**config.mk**
```make
export PLATFORM = sky130hd
export DESIGN_NAME = pipe_adder_n
export DESIGN_NICKNAME = d
export VERILOG_FILES = /design/src/rtl/pipe_adder_n.sv
export SDC_FILE = /design/constraint.sdc
export NUM_CORES = 1
export LEC_CHECK = 0
export BUFFER_PORTS_ARGS = -buffer_cell sky130_fd_sc_hd__buf_2
export CORE_MARGIN = 2
export CORE_UTILIZATION = 41
export DETAILED_ROUTE_END_ITERATION = 10
export GPL_ROUTABILITY_DRIVEN = 0
export HOLD_SLACK_MARGIN = 0.03
export PLACE_DENSITY = 0.6
export SYNTH_ARGS = -nofsm -noshare
export SYNTH_HDL_FRONTEND = slang
export SYNTH_SLANG_ARGS = --single-unit
```
**constraint.sdc**
```tcl
create_clock -name clk -period 6.7 [get_ports clk]
set_input_delay 1.005 -clock clk [delete_from_list [all_inputs] [get_ports clk]]
set_output_delay 1.005 -clock clk [all_outputs]
set_load 0.01 [all_outputs]
```
**src/rtl/pipe_adder_n.sv**
```systemverilog
// rtl/pipe_adder_n.sv - elastic multi-operand adder pipeline with Rin/Ain and Rout/Aout handshakes
module pipe_adder_n #(
    parameter  int WIDTH  = 8,
    parameter  int NUM    = 3,
    parameter  bit SIGNED = 1'b0,
    localparam int OUT_W  = WIDTH + $clog2(NUM),
    localparam int OCC_W  = $clog2(NUM) + 1
) (
    input  logic                   clk,
    input  logic                   rst,
    input  logic [NUM*WIDTH-1:0]   a_bus,
    input  logic [NUM-1:0]         sub,
    input  logic                   Rin,
    output logic                   Ain,
    output logic [OUT_W-1:0]       out,
    output logic                   Rout,
    input  logic                   Aout,
    output logic [OCC_W-1:0]       occ
);

    localparam int L = NUM - 1;

    // Widen an operand to the result width and negate it when it is subtracted.
    function automatic logic [OUT_W-1:0] ext_op(input logic [WIDTH-1:0] v, input logic neg);
        logic [OUT_W-1:0] x;
        x = {{(OUT_W-WIDTH){SIGNED & v[WIDTH-1]}}, v};
        return neg ? (~x + OUT_W'(1)) : x;
    endfunction

    logic [L:1]       w_valid;
    logic [L:1]       w_load;
    logic [OUT_W-1:0] w_sum [1:L];

    // Ready chain: a stage may load when empty or when the stage after it is moving.
    always_comb begin
        w_load    = '0;
        w_load[L] = !w_valid[L] || Aout;
        for (int s = L - 1; s >= 1; s--) begin
            w_load[s] = !w_valid[s] || w_load[s+1];
        end
    end

    for (genvar s = 1; s <= L; s++) begin : g_stg
        // Operands still waiting to be added once this stage holds a partial sum.
        localparam int K = NUM - 1 - s;

        logic             r_valid;
        logic [OUT_W-1:0] r_sum;
        logic             w_in_valid;
        logic [OUT_W-1:0] w_in_sum;

        if (s == 1) begin : g_head
            assign w_in_valid = Rin;
            assign w_in_sum   = ext_op(a_bus[0 +: WIDTH], sub[0])
                              + ext_op(a_bus[WIDTH +: WIDTH], sub[1]);
        end else begin : g_body
            assign w_in_valid = w_valid[s-1];
            assign w_in_sum   = w_sum[s-1]
                              + ext_op(g_stg[s-1].g_skew.r_ops[0 +: WIDTH],
                                       g_stg[s-1].g_skew.r_subs[0]);
        end

        // Partial sum and valid bit; data only moves when a real transaction arrives.
        always_ff @(posedge clk) begin
            if (rst) begin
                r_valid <= 1'b0;
                r_sum   <= '0;
            end else if (w_load[s]) begin
                r_valid <= w_in_valid;
                if (w_in_valid) begin
                    r_sum <= w_in_sum;
                end
            end
        end

        assign w_valid[s] = r_valid;
        assign w_sum[s]   = r_sum;

        if (K > 0) begin : g_skew
            logic [K*WIDTH-1:0] r_ops;
            logic [K-1:0]       r_subs;
            logic [K*WIDTH-1:0] w_in_ops;
            logic [K-1:0]       w_in_subs;

            if (s == 1) begin : g_src
                assign w_in_ops  = a_bus[NUM*WIDTH-1 : 2*WIDTH];
                assign w_in_subs = sub[NUM-1:2];
            end else begin : g_src
                assign w_in_ops  = g_stg[s-1].g_skew.r_ops[(K+1)*WIDTH-1 : WIDTH];
                assign w_in_subs = g_stg[s-1].g_skew.r_subs[K:1];
            end

            // Skew registers carry the not-yet-added operands alongside the partial sum.
            always_ff @(posedge clk) begin
                if (rst) begin
                    r_ops  <= '0;
                    r_subs <= '0;
                end else if (w_load[s] && w_in_valid) begin
                    r_ops  <= w_in_ops;
                    r_subs <= w_in_subs;
                end
            end
        end
    end

    // Occupancy is the number of stages currently holding a transaction.
    always_comb begin
        occ = '0;
        for (int s = 1; s <= L; s++) begin
            occ = occ + OCC_W'(w_valid[s]);
        end
    end

    assign out  = w_sum[L];
    assign Rout = w_valid[L];
    assign Ain  = w_load[1] && !rst;

endmodule

```
==> impl_results.md, run 1 <==
- Final instance area: ~0.0028 sq mm
- Final Skew: about 0.011 ns
- Startpoint Class: input pin
- Routed Antenna Nets: 0
- DIE WIDTH: a little over 80 um
- Final nets: between 400 and 500
- Avg Cell Area, Syn: 8.05 sq um
- RSZ-0062 raised after global routing: false
- Uppermost routed layer: met4
- Clock slew at reported path FFs: around 0.06 ns
- First-pass GRT wire length: between 9000 and 10000 um
- Via-to-Cell Ratio: about 5.4
- Req. time, crit path: approximately 6.9 ns
- VDD IR-drop max: roughly 100 uV
- Die ar.: just under 0.007 sq mm
- DRT Pass-1 Iters: 4
- Number of hold buffers added after cts: 0
- Hold WC Path Type: reg -> reg
- Synthesis-to-layout area growth: 12.8%
- Final TNS setup: 0 ns
- Fin crit share: 0.500
- FF+latch count, synth: 31
- Chip height: between 80 and 90 um
- Depth of the CTS H-tree: 2
- DR vias: roughly 2300
- Pwr dens: ~210 mW/mm^2
- Final Slew Violations: 0
- Detailed-route wire length per cell: about 13 um
- Post-synth net total: roughly 370
- Crit path kind: in -> reg
- Status: finished, final reports clean
- Postcts setup bufs: 0
- DRC marker count from the first detailed-route iteration: 52
- CTS Buf Count: 5
- CTS resizes: 0
- CTS tree: yes
- Pin count of the biggest net entering global routing: 37
- Worst-Margin Slew: about 0.76 ns
- WL final: around 5500 um
- Ant. Diodes: 0
- Number of flops mapped to enable cells by yosys: 0
- Mapped Cells: around 310
- # DRC: 0
- Sequential element share of the synthesized area: 0.246
- Worst-Skew Late Latency: a little under 0.3 ns
- Cell area after synthesis: 0.00252 sq mm
- Share of layout cells above drive strength 1: 0.177
- Finished Core Util: 0.480
- Met2 Wirelength: 2550 um
- Most frequent cells after synthesis: 51 x nand2_1, 31 x dfxtp_1, 28 x a21oi_1, 22 x ha_1, 21 x xnor2_1
- Logic pwr share: 0.315
- Post-DP Area: 0.00272 sq mm
- Clock buffer depth: 2
- Initial antenna violation count: 0
- Final min period: 3.35 ns
- Yosys top cell area share: 0.246
- Max Freq: 0.299 GHz
- Clock sink count: 31
- Cell with the most instances after synthesis: nand2_1
- Int Power: 0.000404 W
- Dominant cells by area after synthesis: dfxtp_1 25%, ha_1 11%, nand2_1 7.6%
- Grt ovf: 0
- Rel. slew slack: 0.493
- Wl on met1: roughly 2700 um
- Max Cap Viol: 0
- Met3 wire len: ~190 um
- Leakage power: 1.27 nW
- Rows: 28
- I/O pin count: between 40 and 50
- Clk pwr share: 0.324
- Worst Path Arrival: about 3.5 ns
- Total track usage: 0.173
- Async SR Flop Fraction: 0
- Synth Warn #: 0
- Synth area leader: dfxtp_1
- Yosys cell types: 52
- I/O Buffers: 44
- Flop pwr share: 0.361
- Switching power: roughly 0.00019 W
- CP max FO: 5
- Detailed placement HPWL: 4240 um
- Root buffer cell: clkbuf_8
- R2r setup slk: 4.15 ns
- Starting Density: 0.426
- Vias in the first global route: between 1500 and 2000
- CP Capture Type: register
- Core Region: roughly 0.0059 sq mm
- Final setup viols: 0
- Final hold vios: 0
- Net Sw Frac: 0.320
- Most used DFF post-synth: dfxtp_1
cell usage in the layout (no fill, tap or decap), drive strengths merged, types with 3 or more instances in the layout:
cell type,n
nand2,51
buf,44
dfxtp,31
a21oi,28
ha,22
xnor2,21
o21ai,14
nor2,12
inv,12
o31ai,11
nand3,10
and3,7
or3,7
a211oi,6
clkbuf,6
nor3,5
nand2b,4
nor2b,4
a21o,4
o211ai,4
nor4b,4
o31a,3
xor2,3
a31oi,3
or4,3
or2,3
routing by layer:
metal | GRT usage | up-vias
met5 | 0 | -
met4 | 0.0667 | 0
met3 | 0.0326 | 8
met2 | 0.284 | 40
met1 | 0.225 | 1037
li1 | - | 1201
sequential cells by signal, summed over array words and instances, names as in the netlist:
| name | flops |
|---|---|
| g_stg.g_skew.r_ops | 8 |
| g_stg.r_valid | 1 |
| g_stg.g_skew.r_subs | 1 |
| out | 10 |
| g_stg.r_sum | 10 |
| Rout | 1 |
power groups by stage:
stage	Clock [W]	Sequential, W	Combinational [W]
after CTS	0.000198	0.000214	0.000188
after global placement	0	0.000218	0.000185
after floorplan	0	0.000217	0.000144
after global routing	0.000205	0.000217	0.000214
final	0.000192	0.000214	0.000187
after detailed placement	0	0.000219	0.000186
worst paths after layout:
check        cells after the start                end                      from
max reg2reg                      9             out[9]  g_stg[1].g_skew.r_ops[0]
max                             10  g_stg[1].r_sum[8]                 a_bus[11]
min                              2             out[6]                    out[6]
min reg2reg                      2             out[6]                    out[6]
through the flow:
stage                     setup slack, ns  std cells  hold WS, ns  power, W
after floorplan                      3.34        313        0.436  0.000360
after global placement               3.09        417        0.436  0.000403
after detailed placement             3.04        417        0.443  0.000405
after CTS                            3.35        425        0.452  0.000600
after global routing                 3.14        425        0.471  0.000636
final                                3.35        425        0.446  0.000594
cell families after synthesis:
logic type,share of synthesized area
simple gates,0.231
compound gates,0.243
flops,0.246
buf+inv,0.0616
fa+ha+maj,0.125
xor+xnor,0.0834
mux,0.00794
other cells,0.00149
critical path, stage by stage:
cell	delay (ns)
buf_2	0.12
or4_4	0.55
or2_1	0.25
o31ai_2	0.21
xnor2_1	0.14
ha_1	0.29
and3_1	0.19
a211oi_1	0.27
a2111oi_0	0.14
a311o_1	0.35
cell type report:
type                            instances  area (sq um)
Clock buffer                            6          82.6
Tap cell                               75          93.8
Sequential cell                        31           621
Fill cell                             615          3080
Timing Repair Buffer                   44           220
Multi-Input combinational cell        255          1740
Clock inverter                          2          35.0
Inverter                               12          45.0
No activity file was read; power rests on OpenSTA's default activity.
==> run 2: changes to the inputs <==
PLACE_DENSITY = 0.62   (was 0.6)
clock period = 2.7 ns   (was 6.7 ns; I/O delays follow)
==> run 2 against run 1 <==
Compared with the run above: clock skew decreased by 0.0047 ns; via count increased by 2.6%; routed wire length decreased by 0.42%; clock power increased by 140%; sequential power increased by 150%; clock-buffer cell count unchanged; global-route usage decreased by 0.23 points; hold slack got worse by 0.087 ns; total power increased to 2.6 times the previous value; final area increased by 7.3%; die area unchanged; setup slack got worse by 3.2 ns; critical path type unchanged; largest power group unchanged.
==> impl_results.md, run 2 (synthesis results as in run 1) <==
- Status: finished, final reports clean
- Hold WC Path Type: in -> reg
- Routed Antenna Nets: 0 (unchanged)
- Max Cap Viol: 0 (unchanged)
- Ant. Diodes: 0 (unchanged)
- Buffers and inverters on the worst path: 1 (unchanged)
- Final setup viols: 0 (unchanged)
- WL final: 5480 um (-0.42%)
- Slowest stage delay, CP: 0.52 ns (-0.03 ns)
- Final Slew Violations: 0 (unchanged)
- R2R cell count: 9 (unchanged)
- Hold_sp: a_bus[16]
- Synthesis-to-layout area growth: 21.0%
- DIE WIDTH: 82.4 um (unchanged)
- Final hold vios: 0 (unchanged)
- Chip height: 82.4 um (unchanged)
- VDD IR-drop max: 409 uV (+310%)
- Clock slew at reported path FFs: 0.07 ns (about the same)
- Initial antenna violation count: 0 (unchanged)
- Logic pwr share: 0.342 (+0.027)
- Worst-Margin Slew: 0.650 ns (-0.109 ns)
- Pin count of the biggest net entering global routing: 37 (unchanged)
- Final Skew: 0.00654 ns (-0.00468 ns)
- Switching power: 0.000477 W (+150%)
- DR vias: 2345 (+2.6%)
- Starting Density: 0.426 (unchanged)
- Die ar.: 0.00679 sq mm (unchanged)
- Hold WS: 0.359 ns (-0.0868 ns)
- Hold path cells: 3 (+1)
- RR Startpoint: g_stg[1].g_skew.r_ops[0]
- Slowest CP cell: or4_4
- Via-to-Cell Ratio: 5.23 (-2.7%)
- # DRC: 0 (unchanged)
- Most frequent cells in the layout: 51 x nand2_1, 44 x buf_2, 31 x dfxtp_1, 28 x a21oi_1, 23 x buf_4
- Worst-Skew Late Latency: 0.28 ns (about the same)
- CTS Buf Count: 5 (unchanged)
- Detailed-route wire length per cell: 12.2 um (-5.5%)
- CP Capture Type: register
- Rows: 28 (unchanged)
- Most common cell after layout, fill and taps aside: nand2_1
- Clk pwr share: 0.308 (-0.016)
- Crit path cell chain: buf_2 > or4_4 > or2_4 > o31ai_4 > xnor2_1 > ha_1 > and3_4 > o211ai_1 > and3_1 > a311o_1
- Final nets: 427 (+5.7%)
- Req. time, crit path: 2.87 ns (-4.00 ns)
- Depth of the CTS H-tree: 2 (unchanged)
- Critical path depth in cells: 10 (unchanged)
- Clock sink count: 31 (unchanged)
- Net Sw Frac: 0.314 (-0.00588)
- First-pass GRT wire length: 9300 um (+1.4%)
- Grt ovf: 0 (unchanged)
- Max Freq: a little under 0.4 GHz
- Flop pwr share: 0.350 (-0.011)
- CTS tree: yes
- Finished Core Util: 0.515 (+0.0351)
- Clock buffer depth: 2 (unchanged)
- I/O Buffers: 44 (unchanged)
- Crit path kind: in -> reg
- Rel. slew slack: 0.567 (+0.0739)
- Fillers: 595 (-3.3%)
- Delay-heaviest family, CP: simple AND/OR/NAND/NOR gates
- Leakage power: 1.39 nW (+8.9%)
- Vias in the first global route: 2145 (+9.0%)
- Postcts setup bufs: 0 (unchanged)
- I/O pin count: 46 (unchanged)
- DRT Pass-1 Iters: 4 (unchanged)
- Share of layout cells above drive strength 1: 0.239 (+0.0615)
- CP max FO: 3 (-2)
- Fin crit share: 0.952
- Final min period: between 2 and 3 ns
- Int Power: 0.00104 W (+160%)
- Pwr dens: 499 mW/mm^2 (+140%)
- Crit. Startpoint: a_bus[11]
- Core Region: 0.00592 sq mm (unchanged)
- Startpoint Class: input pin
- RSZ-0062 raised after global routing: false
- Detailed placement HPWL: 4380 um (+3.3%)
- Worst Path Arrival: 2.74 ns (-0.78 ns)
- DRC marker count from the first detailed-route iteration: 133 (+160%)
- Total track usage: 0.171 (-0.00228)
- Root buffer cell: clkbuf_8
==> run 2: changes by cell type in the layout (fill, tap and decap cells not counted), sizes merged <==
| cell | change |
|---|---|
| buf | +23 |
==> run 2: stage by stage <==
step | cell area (sq um) | instances | worst slack [ns] | total power [W] | TNS, ns
floorplan | 2530 | 313 | -0.00958 | 0.000900 | -0.00958
global placement | 2910 | 440 | -0.180 | 0.00105 | -0.302
detailed placement | 2910 | 440 | -0.214 | 0.00105 | -0.346
CTS | 3020 | 448 | 0.0742 | 0.00153 | 0
global route | 3050 | 448 | 0.0239 | 0.00163 | 0
finish | 3050 | 448 | 0.130 | 0.00152 | 0
==> run 2: tightest hold or removal path: stages <==
cell	delay (ns)
buf_2	0.09
nand2_1	0.04
a21oi_1	0.05
==> run 2: final cells by class <==
class,instances,area [sq um],area share
multi-input cells,255,1780,0.584
repair buffers,67,393,0.129
clock buffers,6,82.6,0.0271
clock inverters,2,35.0,0.0115
well taps,75,93.8,0.0308
flip-flops and latches,31,621,0.204
inverters,12,45.0,0.0148
==> run 2: repair_timing <==
item	4_1_cts	5_1_grt
endpoints found under the setup margin	0	1
hold buffers	0	0
resized for setup	0	5
==> run 2: worst paths after layout <==
| path | slack (ns) | to |
|---|---|---|
| worst max register to register | 0.15 | out[9] |
| worst min register to register | 0.45 | out[6] |
| worst min-delay path | 0.36 | g_stg[1].g_skew.r_ops[0] |
| worst max-delay path | 0.13 | g_stg[1].r_sum[8] |
==> run 2: metal layers <==
metal,track usage,vias to the layer above,part of all wire
li1,-,1247,-
met1,0.217,1050,0.47
met2,0.304,46,0.49
met3,0.0326,2,0.037
met4,0.0283,0,0.0049
met5,0,-,0
==> run 2: power by group through the flow <==
stage               clock network [W]  logic, W  registers [W]
CTS                          0.000482  0.000514       0.000532
global placement                    0  0.000506       0.000541
floorplan                           0  0.000362       0.000538
global route                 0.000503  0.000591       0.000538
finish                       0.000469  0.000520       0.000532
detailed placement                  0  0.000510       0.000542
